File: src/rtl/id_pipe.sv
// Instruction decode stage: a small circular queue of fetched {instr, pc} pairs
// feeding one registered decode output stage with valid/ready handshakes.
`timescale 1ns/1ps
module id_pipe #(
  parameter int XLEN  = 64,
  parameter int DEPTH = 2
) (
  input  logic            clk_i,
  input  logic            rst_n_i,
  input  logic            flush_i,
  input  logic            if_valid_i,
  output logic            if_ready_o,
  input  logic [31:0]     if_instr_i,
  input  logic [XLEN-1:0] if_pc_i,
  output logic            id_valid_o,
  input  logic            ex_ready_i,
  output logic [XLEN-1:0] id_pc_o,
  output logic [4:0]      id_rs1_idx_o,
  output logic [4:0]      id_rs2_idx_o,
  output logic [4:0]      id_rd_idx_o,
  output logic            id_rs1_en_o,
  output logic            id_rs2_en_o,
  output logic            id_rd_en_o,
  output logic [XLEN-1:0] id_imm_o,
  output logic [11:0]     id_opcode_info_o,
  output logic            id_ilegl_instr_o,
  output logic            id_ecall_o,
  output logic            id_ebreak_o,
  output logic            id_mret_o
);
  localparam int  PW   = $clog2(DEPTH);
  localparam int  CW   = PW + 1;
  localparam bit  RV64 = (XLEN == 64);

  typedef struct packed {
    logic [31:0]     instr;
    logic [XLEN-1:0] pc;
  } q_ent_t;

  typedef struct packed {
    logic            rs1_en, rs2_en, rd_en;
    logic [XLEN-1:0] imm;
    logic [11:0]     info;
    logic            ill, ecall, ebreak, mret;
  } dec_t;

  q_ent_t          q_mem [DEPTH];
  q_ent_t          head;
  logic [PW-1:0]   wr_ptr, rd_ptr;
  logic [CW-1:0]   count;
  logic            push, load;
  dec_t            dec;

  // Ready looks only at registered count so ex_ready_i never reaches fetch.
  assign if_ready_o = rst_n_i & ~flush_i & (count < CW'(DEPTH));
  assign push       = if_valid_i & if_ready_o;
  assign load       = (count != '0) & (~id_valid_o | ex_ready_i);
  assign head       = q_mem[rd_ptr];

  always_ff @(posedge clk_i)
    if (push) q_mem[wr_ptr] <= '{instr: if_instr_i, pc: if_pc_i};

  always_ff @(posedge clk_i or negedge rst_n_i) begin
    if (!rst_n_i) begin
      wr_ptr <= '0;
      rd_ptr <= '0;
      count  <= '0;
    end else if (flush_i) begin
      wr_ptr <= '0;
      rd_ptr <= '0;
      count  <= '0;
    end else begin
      if (push) wr_ptr <= wr_ptr + PW'(1);
      if (load) rd_ptr <= rd_ptr + PW'(1);
      count <= count + CW'(push) - CW'(load);
    end
  end

  // Decode of the queue head
  logic [31:0] ins;
  logic [6:0]  op, f7;
  logic [2:0]  f3;
  logic [11:0] cls;
  logic        legal, exc, ec, eb, mr;
  logic [31:0] imm32;

  assign ins = head.instr;
  assign op  = ins[6:0];
  assign f3  = ins[14:12];
  assign f7  = ins[31:25];

  always_comb begin
    cls   = '0;
    legal = 1'b0;
    ec    = 1'b0;
    eb    = 1'b0;
    mr    = 1'b0;
    if (ins[1:0] == 2'b11) begin
      case (op)
        7'b0010011: begin
          cls = 12'h800;
          case (f3)
            3'b001:  legal = RV64 ? (ins[31:26] == 6'b000000) : (f7 == 7'b0000000);
            3'b101:  legal = RV64 ? (ins[31:26] inside {6'b000000, 6'b010000})
                                  : (f7 inside {7'b0000000, 7'b0100000});
            default: legal = 1'b1;
          endcase
        end
        7'b0011011: begin
          cls   = 12'h400;
          legal = RV64 && ((f3 == 3'b000) || (f3 == 3'b001 && f7 == 7'b0000000) ||
                           (f3 == 3'b101 && f7 inside {7'b0000000, 7'b0100000}));
        end
        7'b0110011: begin
          cls   = 12'h200;
          legal = (f7 == 7'b0000000) || (f7 == 7'b0100000 && f3 inside {3'b000, 3'b101});
        end
        7'b0111011: begin
          cls   = 12'h100;
          legal = RV64 && ((f7 == 7'b0000000 && f3 inside {3'b000, 3'b001, 3'b101}) ||
                           (f7 == 7'b0100000 && f3 inside {3'b000, 3'b101}));
        end
        7'b1100011: begin cls = 12'h080; legal = !(f3 inside {3'b010, 3'b011}); end
        7'b1101111: begin cls = 12'h040; legal = 1'b1; end
        7'b1100111: begin cls = 12'h020; legal = (f3 == 3'b000); end
        7'b0000011: begin
          cls   = 12'h010;
          legal = (f3 inside {3'b000, 3'b001, 3'b010, 3'b100, 3'b101}) ||
                  (RV64 && f3 inside {3'b011, 3'b110});
        end
        7'b0100011: begin
          cls   = 12'h008;
          legal = (f3 inside {3'b000, 3'b001, 3'b010}) || (RV64 && f3 == 3'b011);
        end
        7'b0110111: begin cls = 12'h004; legal = 1'b1; end
        7'b0010111: begin cls = 12'h002; legal = 1'b1; end
        7'b1110011: begin
          cls = 12'h001;
          if (f3 == 3'b000) begin
            ec    = (ins[19:7] == '0) && (ins[31:20] == 12'h000);
            eb    = (ins[19:7] == '0) && (ins[31:20] == 12'h001);
            mr    = (ins[19:7] == '0) && (ins[31:20] == 12'h302);
            legal = ec | eb | mr;
          end else begin
            legal = (f3 != 3'b100);
          end
        end
        default: ;
      endcase
    end
  end

  always_comb begin
    imm32 = '0;
    if (cls[11] | cls[10] | cls[5] | cls[4]) imm32 = {{20{ins[31]}}, ins[31:20]};
    else if (cls[3]) imm32 = {{20{ins[31]}}, ins[31:25], ins[11:7]};
    else if (cls[7]) imm32 = {{19{ins[31]}}, ins[31], ins[7], ins[30:25], ins[11:8], 1'b0};
    else if (cls[6]) imm32 = {{11{ins[31]}}, ins[31], ins[19:12], ins[20], ins[30:21], 1'b0};
    else if (cls[2] | cls[1]) imm32 = {ins[31:12], 12'b0};
  end

  assign exc = ec | eb | mr;

  always_comb begin
    dec        = '0;
    dec.ill    = ~legal;
    if (legal) begin
      dec.info   = cls;
      dec.imm    = XLEN'($signed(imm32));
      dec.ecall  = ec;
      dec.ebreak = eb;
      dec.mret   = mr;
      dec.rd_en  = (ins[11:7] != 5'd0) & ~cls[7] & ~cls[3] & ~exc;
      // csrr*i carry an immediate in the rs1 field, so no register read
      dec.rs1_en = ~cls[6] & ~cls[2] & ~cls[1] & ~(cls[0] & (exc | f3[2]));
      dec.rs2_en = cls[9] | cls[8] | cls[7] | cls[3];
    end
  end

  always_ff @(posedge clk_i or negedge rst_n_i) begin
    if (!rst_n_i) begin
      id_valid_o       <= 1'b0;
      id_pc_o          <= '0;
      id_rs1_idx_o     <= '0;
      id_rs2_idx_o     <= '0;
      id_rd_idx_o      <= '0;
      id_rs1_en_o      <= 1'b0;
      id_rs2_en_o      <= 1'b0;
      id_rd_en_o       <= 1'b0;
      id_imm_o         <= '0;
      id_opcode_info_o <= '0;
      id_ilegl_instr_o <= 1'b0;
      id_ecall_o       <= 1'b0;
      id_ebreak_o      <= 1'b0;
      id_mret_o        <= 1'b0;
    end else if (flush_i) begin
      id_valid_o <= 1'b0;
    end else if (load) begin
      id_valid_o       <= 1'b1;
      id_pc_o          <= head.pc;
      id_rs1_idx_o     <= ins[19:15];
      id_rs2_idx_o     <= ins[24:20];
      id_rd_idx_o      <= ins[11:7];
      id_rs1_en_o      <= dec.rs1_en;
      id_rs2_en_o      <= dec.rs2_en;
      id_rd_en_o       <= dec.rd_en;
      id_imm_o         <= dec.imm;
      id_opcode_info_o <= dec.info;
      id_ilegl_instr_o <= dec.ill;
      id_ecall_o       <= dec.ecall;
      id_ebreak_o      <= dec.ebreak;
      id_mret_o        <= dec.mret;
    end else if (ex_ready_i) begin
      id_valid_o <= 1'b0;
    end
  end
endmodule

File: config.mk
export PLATFORM = sky130hd
export DESIGN_NAME = id_pipe
export DESIGN_NICKNAME = d
export VERILOG_FILES = /design/src/rtl/id_pipe.sv
export SDC_FILE = /design/constraint.sdc
export NUM_CORES = 1
export LEC_CHECK = 0
export CAP_MARGIN = 40
export CORE_MARGIN = 2
export CORE_UTILIZATION = 52
export DETAILED_ROUTE_END_ITERATION = 16
export PLACE_DENSITY = 0.8
export SYNTH_ARGS = -nofsm -noshare
export SYNTH_HDL_FRONTEND = slang
export SYNTH_SLANG_ARGS = --single-unit
File: constraint.sdc
create_clock -name clk_i -period 9.7 [get_ports clk_i]
set_clock_uncertainty 0.15 [all_clocks]
set_input_delay 1.94 -clock clk_i [delete_from_list [all_inputs] [get_ports clk_i]]
set_output_delay 1.94 -clock clk_i [all_outputs]
set_load 0.005 [all_outputs]
Word-level counts from Yosys, hierarchy flattened:

Memories as Yosys holds them, arrays and structs flattened.
Index checks and enable logic that the tools add are counted.

* register bits: 167
* memory bits (writable): 192
* output and inout bits: 164
* word-level logic and storage cells: 147
* memories kept: 1

* add/subtract/negate cells: 4
* magnitude comparators: 1
* equal/unequal tests: 24
* mux-type cells: 32
* bitwise logic cells: 34
* reductions and logical operators: 34

Memories
* q_mem: depth 2, bits a word 96, rd ports 1, clocked after Yosys merged registers in 0, wr ports 1, line 47 `q_ent_t q_mem [DEPTH];`

Operator list (number)
* $mux 32: 5
* $pmux 12 s12: 1
* $mux 79: 1
* $eq 7x6->1 const B: 5
* $eq 7x7->1 const B: 4
* $eq 7x5->1 const B: 3
* $mux 1: 20
* $reduce_bool 2->1: 8
* $logic_not 13->1: 1
* $or 1x1->1: 13
* $eq 12x1->1 const B: 1
* $eq 12x10->1 const B: 1
* $logic_not 12->1: 1
* $mux 12: 1
* $and 1x1->1: 11
* $not 1->1: 10
* $pmux 1 s10: 1
* $reduce_bool 5->1: 2
* $eq 3x3->1 const B: 3
* $reduce_bool 3->1: 3
* $eq 7x2->1 const B: 1
* $logic_and 1x1->1: 7
* $logic_not 7->1: 1
* $eq 3x2->1 const B: 2
* 17 further kinds: 23

Depth between registers and ports, before layout:

Gate-level depths: netlist of run 1.
An unclocked memory read counts as a cell.

* depth after elaboration: 13
* depth in mapped cells: 11

Least setup slack after synthesis of run 1:

No wires, ideal clock.

* path kind: input to register
* start point: input port flush_i
* end point: memory q_mem[0][0] (netlist bit), enable pin
* arrival time: 6431 ps
* path slack: 2567 ps
* stages on the path: 3
* path buffers: 0
* path through: nor3b_1 -> nand2_1 -> nor2_1

* word-level cells in the longest chain between the ends: 6

Ends and longest elaborated chain
* start: declaration: line 10 `input logic flush_i,`
* $not 1->1 (no source line)
* $and 1x1->1 (2 in a row): line 55 `assign if_ready_o = rst_n_i & ~flush_i & (count < CW'(DEPTH));`
* $and 1x1->1: line 56 `assign push = if_valid_i & if_ready_o;`
* $mux 1: line 61 `if (push) q_mem[wr_ptr] <= '{instr: if_instr_i, pc: if_pc_i};`
* $mux 1 (not written as such): line 61
* end: declaration: line 47

No other way between the ends.

Worst setup path after layout of run 1:

* start point: input port rst_n_i
* end point: output port if_ready_o

* word-level cells in the longest chain between the ends: 2

Ends and longest elaborated chain
* start: declaration: line 9 `input logic rst_n_i,`
* $and 1x1->1 (2 in a row): line 55
* end: declaration: line 12 `output logic if_ready_o,`

No other way between the ends.

==> results of run 1 <==
==> power groups by stage <==
stage / clock network [W] / registers, W / logic [W]
2_1_floorplan: 0 / 0.00180 / 0.000470
3_3_place_gp: 0 / 0.00181 / 0.000944
3_5_place_dp: 0 / 0.00181 / 0.000981
4_1_cts: 0.00134 / 0.00180 / 0.000986
5_1_grt: 0.00140 / 0.00182 / 0.00107
6_report: 0.00132 / 0.00179 / 0.000976
==> final cells by class <==
| class | instances | share of cell area, % |
|---|---|---|
| multi-input combinational | 509 | 20.1 |
| tap | 324 | 2.39 |
| timing repair buffer | 278 | 16.7 |
| inverter | 8 | 0.177 |
| clock inverter | 13 | 1.02 |
| antenna | 3 | 0.0442 |
| clock buffer | 48 | 5.68 |
| sequential | 327 | 53.9 |
==> synth_stat cells, types with 6 or more instances <==
| cell | instances | share of area [%] |
|---|---|---|
| a21oi_1 | 11 | 0.42 |
| a22o_1 | 21 | 1.4 |
| a32o_1 | 27 | 2.1 |
| buf_2 | 6 | 0.23 |
| buf_4 | 40 | 2.3 |
| clkbuf_1 | 24 | 0.69 |
| dfrtp_1 | 135 | 26 |
| edfxtp_1 | 192 | 44 |
| inv_1 | 8 | 0.23 |
| mux2_2 | 13 | 1.1 |
| mux2i_1 | 87 | 6.7 |
| nand2_1 | 111 | 3.2 |
| nand2b_1 | 8 | 0.38 |
| nand3_1 | 6 | 0.23 |
| nor2_1 | 26 | 0.75 |
| nor3_1 | 10 | 0.38 |
| nor4_1 | 7 | 0.34 |
| o21ai_0 | 106 | 4.1 |
| o22ai_1 | 7 | 0.34 |
==> flip-flops by register name, indices dropped and copies added, names as in the netlist, 2 cells and up <==
name / flops
q_mem: 192
id_rd_idx_o: 5
id_rs1_idx_o: 5
count: 2
id_imm_o: 32
id_rs2_idx_o: 5
id_opcode_info_o: 12
id_pc_o: 64
==> cell families after synthesis <==
kind of cell,count (synthesis),share of synthesized area (%)
AO/OA/AOI/OAI,205,10.6
multiplexers,102,8.00
adder cells (fa/ha/maj),2,0.192
flip-flops,327,70.0
AND/OR/NAND/NOR,194,6.85
buffers and inverters,86,3.97
XOR/XNOR,6,0.403
==> per-layer routing <==
layer	global-route usage [%]	routed length, microns	vias to the layer above	part of all wire, %
met2	36.1	14000	393	47
li1	-	-	3896	-
met4	7.00	868	4	2.9
met3	7.87	3150	74	11
met5	0	27	-	0.091
met1	28.3	11500	4096	39
==> worst reg2reg max path: stages (launching register included) <==
cell and delay (ps):
dfrtp_4 520, buf_4 730, mux2i_2 360, nor4_4 480, a31oi_1 100, a211o_2 460
o21bai_4 210, o221ai_4 530, buf_16 250, a32o_1 190
==> metrics by stage <==
step	instances	total power (W)	util, %	cell area (sq um)
floorplan	922	0.00227	-	13100
global placement	1440	0.00275	64.2	15700
detailed placement	1446	0.00279	64.8	15800
CTS	1507	0.00412	69.4	17000
global route	1508	0.00429	69.4	17000
finish	1510	0.00409	69.4	17000
==> how the worst max path moves through the flow <==
stage | slack, ps | start | to | cells past startpoint
final | 4110 | rst_n_i | if_ready_o | 3
after global routing | 3950 | rst_n_i | if_ready_o | 3
after CTS | 4080 | rst_n_i | if_ready_o | 3
after detailed placement | 4080 | rst_n_i | if_ready_o | 3
after global placement | 4120 | rst_n_i | if_ready_o | 3
after floorplan | 2570 | flush_i | q_mem[0][0] | 3
==> metrics.cfg, run 1 <==
[pwr]
ir_drop_uv=197
seq_power_share_pct=43.9
swShare_pct=27.1
p_comb_share_pct=23.9
power_density_nw_per_um2=241
pwr-share-clk_pct=32.2
p_int_w=0.00298
p_leak_nw=6.33
p_sw_w=0.00111

[setup_path]
cp_top_family=buffers and inverters
endpoint_kind=output pin
crit_slowest_cell=clkdlybuf4s50_1
rrSetupSlack_ps=5630
critPathArrivalTime_ps=3500
startpoint_type=input pin
critical_path_class=in -> out
reg2reg_from=rd_ptr
max_stage_delay_ps=580
cp.required_ps=7610
cp_num_buf_inv=2
crit_fanout=77
reg2reg_depth=9
reg2reg_to=id_imm_o[24]
crit_chain=buf_6 -> nor3b_1 -> clkdlybuf4s50_1

[floorplanning]
die_y_microns=162
io-pin-count=265
rows=57
start_util_pct=53.4
fp.coreArea_sq_um=24500
die_x_microns=162
die_area_sq_um=26400

[sta]
whs_ps=324
finalCritPeriodShare_pct=57.7
finalSetupViolCount=0
setup_slack_ps=4110
rsz0062_at_grt=no
maxSlewHeadroom_pct=39.8
tns_ps=0
finalMaxSlewViolations=0
worstMarginPinSlew_ps=903
min_period_ps=5590
clock.fmax_ghz=0.179
finalHoldViolations=0

[route]
wl_per_cell_microns=19.6
ant_nets=0
wirelength_microns=29600
via_per_inst=5.60
first_pass_iters=5
detailedRoute.firstIterationViolations=639
drc_errors=0
vias=8463

[synth]
synth_nets=1025
synth_seq_area_share_pct=70.0
syn_inst=922
synth_warnings=0
yosys_most_used_dff=edfxtp_1
synth-seq-cells=327
synth_edf_count=192
synth_area_per_cell_sq_um=14.2
syn_area_sq_um=13100
ys_types=60
async_flop_share_pct=41.3

[cts]
cts-root-buf=clkbuf_16
post_cts_buffers=0
path_clk_slew_ps=60
clock_latency_ps=510
cts_resized=0
cts_num_sinks=327
cts.path.max_buffers=3
cts_tree=yes
postCtsHoldBufs=0
h-tree-depth=2
cts_made_buffers=34

[outcome]
status=completed

[min_path]
hp-class=reg -> reg
min_from=id_rs2_idx_o[4]
min_to=id_rs2_idx_o[4]
whs_path_depth=2

[global_route]
grt_pass1_wl_microns=45500
grt_pass1_vias=8281
grt_max_degree=88
grt-ovfl-total=0
antenna_found_initial=5
grtUsageTotal_pct=22.2

[cells_and_area]
multiInputGateArea_sq_um=3420
area_delta_synth_final_pct=30.1
nets=1261
layout-drive-gt1-share_pct=7.95
layout_commonest_cell=clkdlybuf4s50_1
final-seq-area_sq_um=9150
fill_cells=1657
layout_common_cells=clkdlybuf4s50_1, edfxtp_1, dfrtp_1

[place]
dpl.hpwl_microns=20100
dpl_worst_slack_ps=4080
gp_congestion=0.926
portBuffers=264

[flow_run]
maxCapViolCount=0

Note: power is estimated with default switching activity, not from simulation.
==> inputs of run 2 (changes only) <==
CORE_UTILIZATION = 51   (was 52)
PLACE_DENSITY = 0.78   (was 0.8)
clock period = 5.8 ns   (was 9.7 ns; I/O delays follow)
==> metrics.cfg, run 2 (synthesized netlist as in run 1, its figures left out) <==
[cts]
path_clk_slew_ps=60  ; about the same
cts.path.max_buffers=3  ; unchanged
cts_tree=yes
h-tree-depth=2  ; unchanged
cts_made_buffers=34  ; unchanged
clock_latency_ps=510  ; about the same
cts_num_sinks=327  ; unchanged
cts_resized=0  ; unchanged
postCtsHoldBufs=0  ; unchanged
cts-root-buf=clkbuf_16
post_cts_buffers=0  ; unchanged

[pwr]
p_leak_nw=6.35  ; +0.32%
power_density_nw_per_um2=409  ; +70%
p_total_w=0.00698  ; +71%
ir_drop_uv=338  ; +72%

[sta]
tns_ps=0  ; unchanged
finalCritPeriodShare_pct=69.3
finalSetupViolCount=0  ; unchanged
finalHoldViolations=0  ; unchanged
min_period_ps=4020
clock.fmax_ghz=0.249
worstMarginPinSlew_ps=893  ; -9.69 ps
rsz0062_at_grt=no
setup_slack_ps=1780  ; -2320 ps
finalMaxSlewViolations=0  ; unchanged
maxSlewHeadroom_pct=40.5  ; +0.65 points

[cells_and_area]
layout_common_cells=clkdlybuf4s50_1, edfxtp_1, dfrtp_1
design_area_sq_um=17000  ; +0.35%
fill_cells=1754  ; +5.9%
area_delta_synth_final_pct=30.5
largest_reg_flops=192  ; unchanged
nets=1260  ; -0.079%
largest_register=q_mem
layout_commonest_cell=clkdlybuf4s50_1
layout-drive-gt1-share_pct=8.28  ; +0.34 points
reg_top3=q_mem: 192 flops, id_pc_o: 64 flops, id_imm_o: 32 flops

[global_route]
grt-busiest-layer=met2
grtUsageTotal_pct=22.8  ; +0.52 points
grt_pass1_vias=8385  ; +1.3%
antenna_found_initial=3  ; -2
grtUsageMet2_pct=38.0  ; +1.9 points
met1_usage_pct=29.0  ; +0.70 points
use_met3_pct=6.24  ; -1.6 points
grt-ovfl-total=0  ; unchanged
grt_pass1_wl_microns=46500  ; +2.3%
grt_max_degree=97  ; +10%

[floorplanning]
start_util_pct=51.9  ; -1.5 points
die_y_microns=164  ; +0.95%
die_x_microns=164  ; +0.95%
io-pin-count=265  ; unchanged
fp.coreArea_sq_um=25200  ; +2.9%
die_area_sq_um=26900  ; +1.9%
rows=58  ; +1.8%

[setup_path]
cp_num_buf_inv=2  ; unchanged
rrSetupSlack_ps=2150  ; -3480 ps
crit_slowest_cell=clkdlybuf4s50_1
cp.required_ps=4490  ; -3120 ps
timing.critical_path.mode_cell=clkdlybuf4s50_1
crit_chain=clkdlybuf4s50_1 -> nor3b_1 -> clkdlybuf4s50_1
startpoint_type=input pin
crit_fanout=8  ; -90%
endpoint_kind=output pin
cp_top_family=buffers and inverters
critPathArrivalTime_ps=2710  ; -790 ps
critical_path_class=in -> out
max_stage_delay_ps=580  ; about the same

[flow_run]
maxCapViolCount=0  ; unchanged

[route]
ant_nets=0  ; unchanged
wirelength_microns=30400  ; +2.6%
vias=8358  ; -1.2%
drc_errors=0  ; unchanged
detailedRoute.firstIterationViolations=587  ; -8.1%
via_per_inst=5.52  ; -1.6%
wl_per_cell_microns=20.1  ; +2.3%
first_pass_iters=5  ; unchanged

[place]
dpl_cell_area_sq_um=15800  ; -0.13%
portBuffers=264  ; unchanged
dpl.hpwl_microns=20900  ; +4.3%
dpl_worst_slack_ps=1790  ; -2290 ps
gp_congestion=0.876  ; -5.3%

[outcome]
status=completed

[min_path]
hp-class=reg -> reg

[run 2: cell types whose count changed in the layout (fill, tap and decap cells not counted)]
cell	before	now
clkinv_8	0	2
clkinvlp_4	1	4
inv_6	1	0
clkinv_1	1	3
clkbuf_1	9	3
bufinv_16	4	6
diode_2	3	2
clkinv_4	1	0
buf_16	4	3
[run 2: tightest hold or removal path, cell delays in order, from the launching register on]
cell,delay (ps)
dfrtp_1,340
nand2_1,40
o21ai_0,60
[run 2: final cells by class]
class / instances / area (sq um) / share of cell area, %
antenna: 2 / 5.00 / 0.0294
clock inverter: 20 / 279 / 1.64
multi-input combinational: 509 / 3420 / 20.0
tap: 330 / 413 / 2.42
sequential: 327 / 9150 / 53.7
clock buffer: 42 / 942 / 5.53
inverter: 8 / 30.0 / 0.176
timing repair buffer: 277 / 2810 / 16.5
[run 2: power breakdown]
group / switching [W] / total, W / leakage (nW) / internal, W
Sequential: 0.000233 / 0.00303 / 3.50 / 0.00280
Combinational: 0.000783 / 0.00163 / 2.27 / 0.000847
Clock: 0.000887 / 0.00232 / 0.587 / 0.00143
Total: 0.00190 / 0.00698 / 6.35 / 0.00508
[run 2: final timing paths]
check / startpoint / end / cells past startpoint
max: flush_i / if_ready_o / 3
min: id_rs1_idx_o[2] / id_rs1_idx_o[2] / 2
max reg2reg: rd_ptr / id_imm_o[27] / 9
min reg2reg: id_rs1_idx_o[2] / id_rs1_idx_o[2] / 2
max in group asynchronous: rst_n_i / count[0] / 2
min in group asynchronous: rst_n_i / id_pc_o[59] / 1
[run 2: metal layers]
layer | share of wire, % | vias up
li1 | - | 3891
met1 | 40 | 4062
met2 | 49 | 337
met3 | 8.3 | 64
met4 | 2.8 | 4
met5 | 0.11 | -
[run 2: through the flow]
step           hold slack, ps  util [%]  std cells
2_1_floorplan             320         -        922
3_3_place_gp              311      62.5       1447
3_5_place_dp              316      62.8       1451
4_1_cts                   331      67.7       1513
5_1_grt                   363      67.7       1513
6_report                  330      67.7       1515
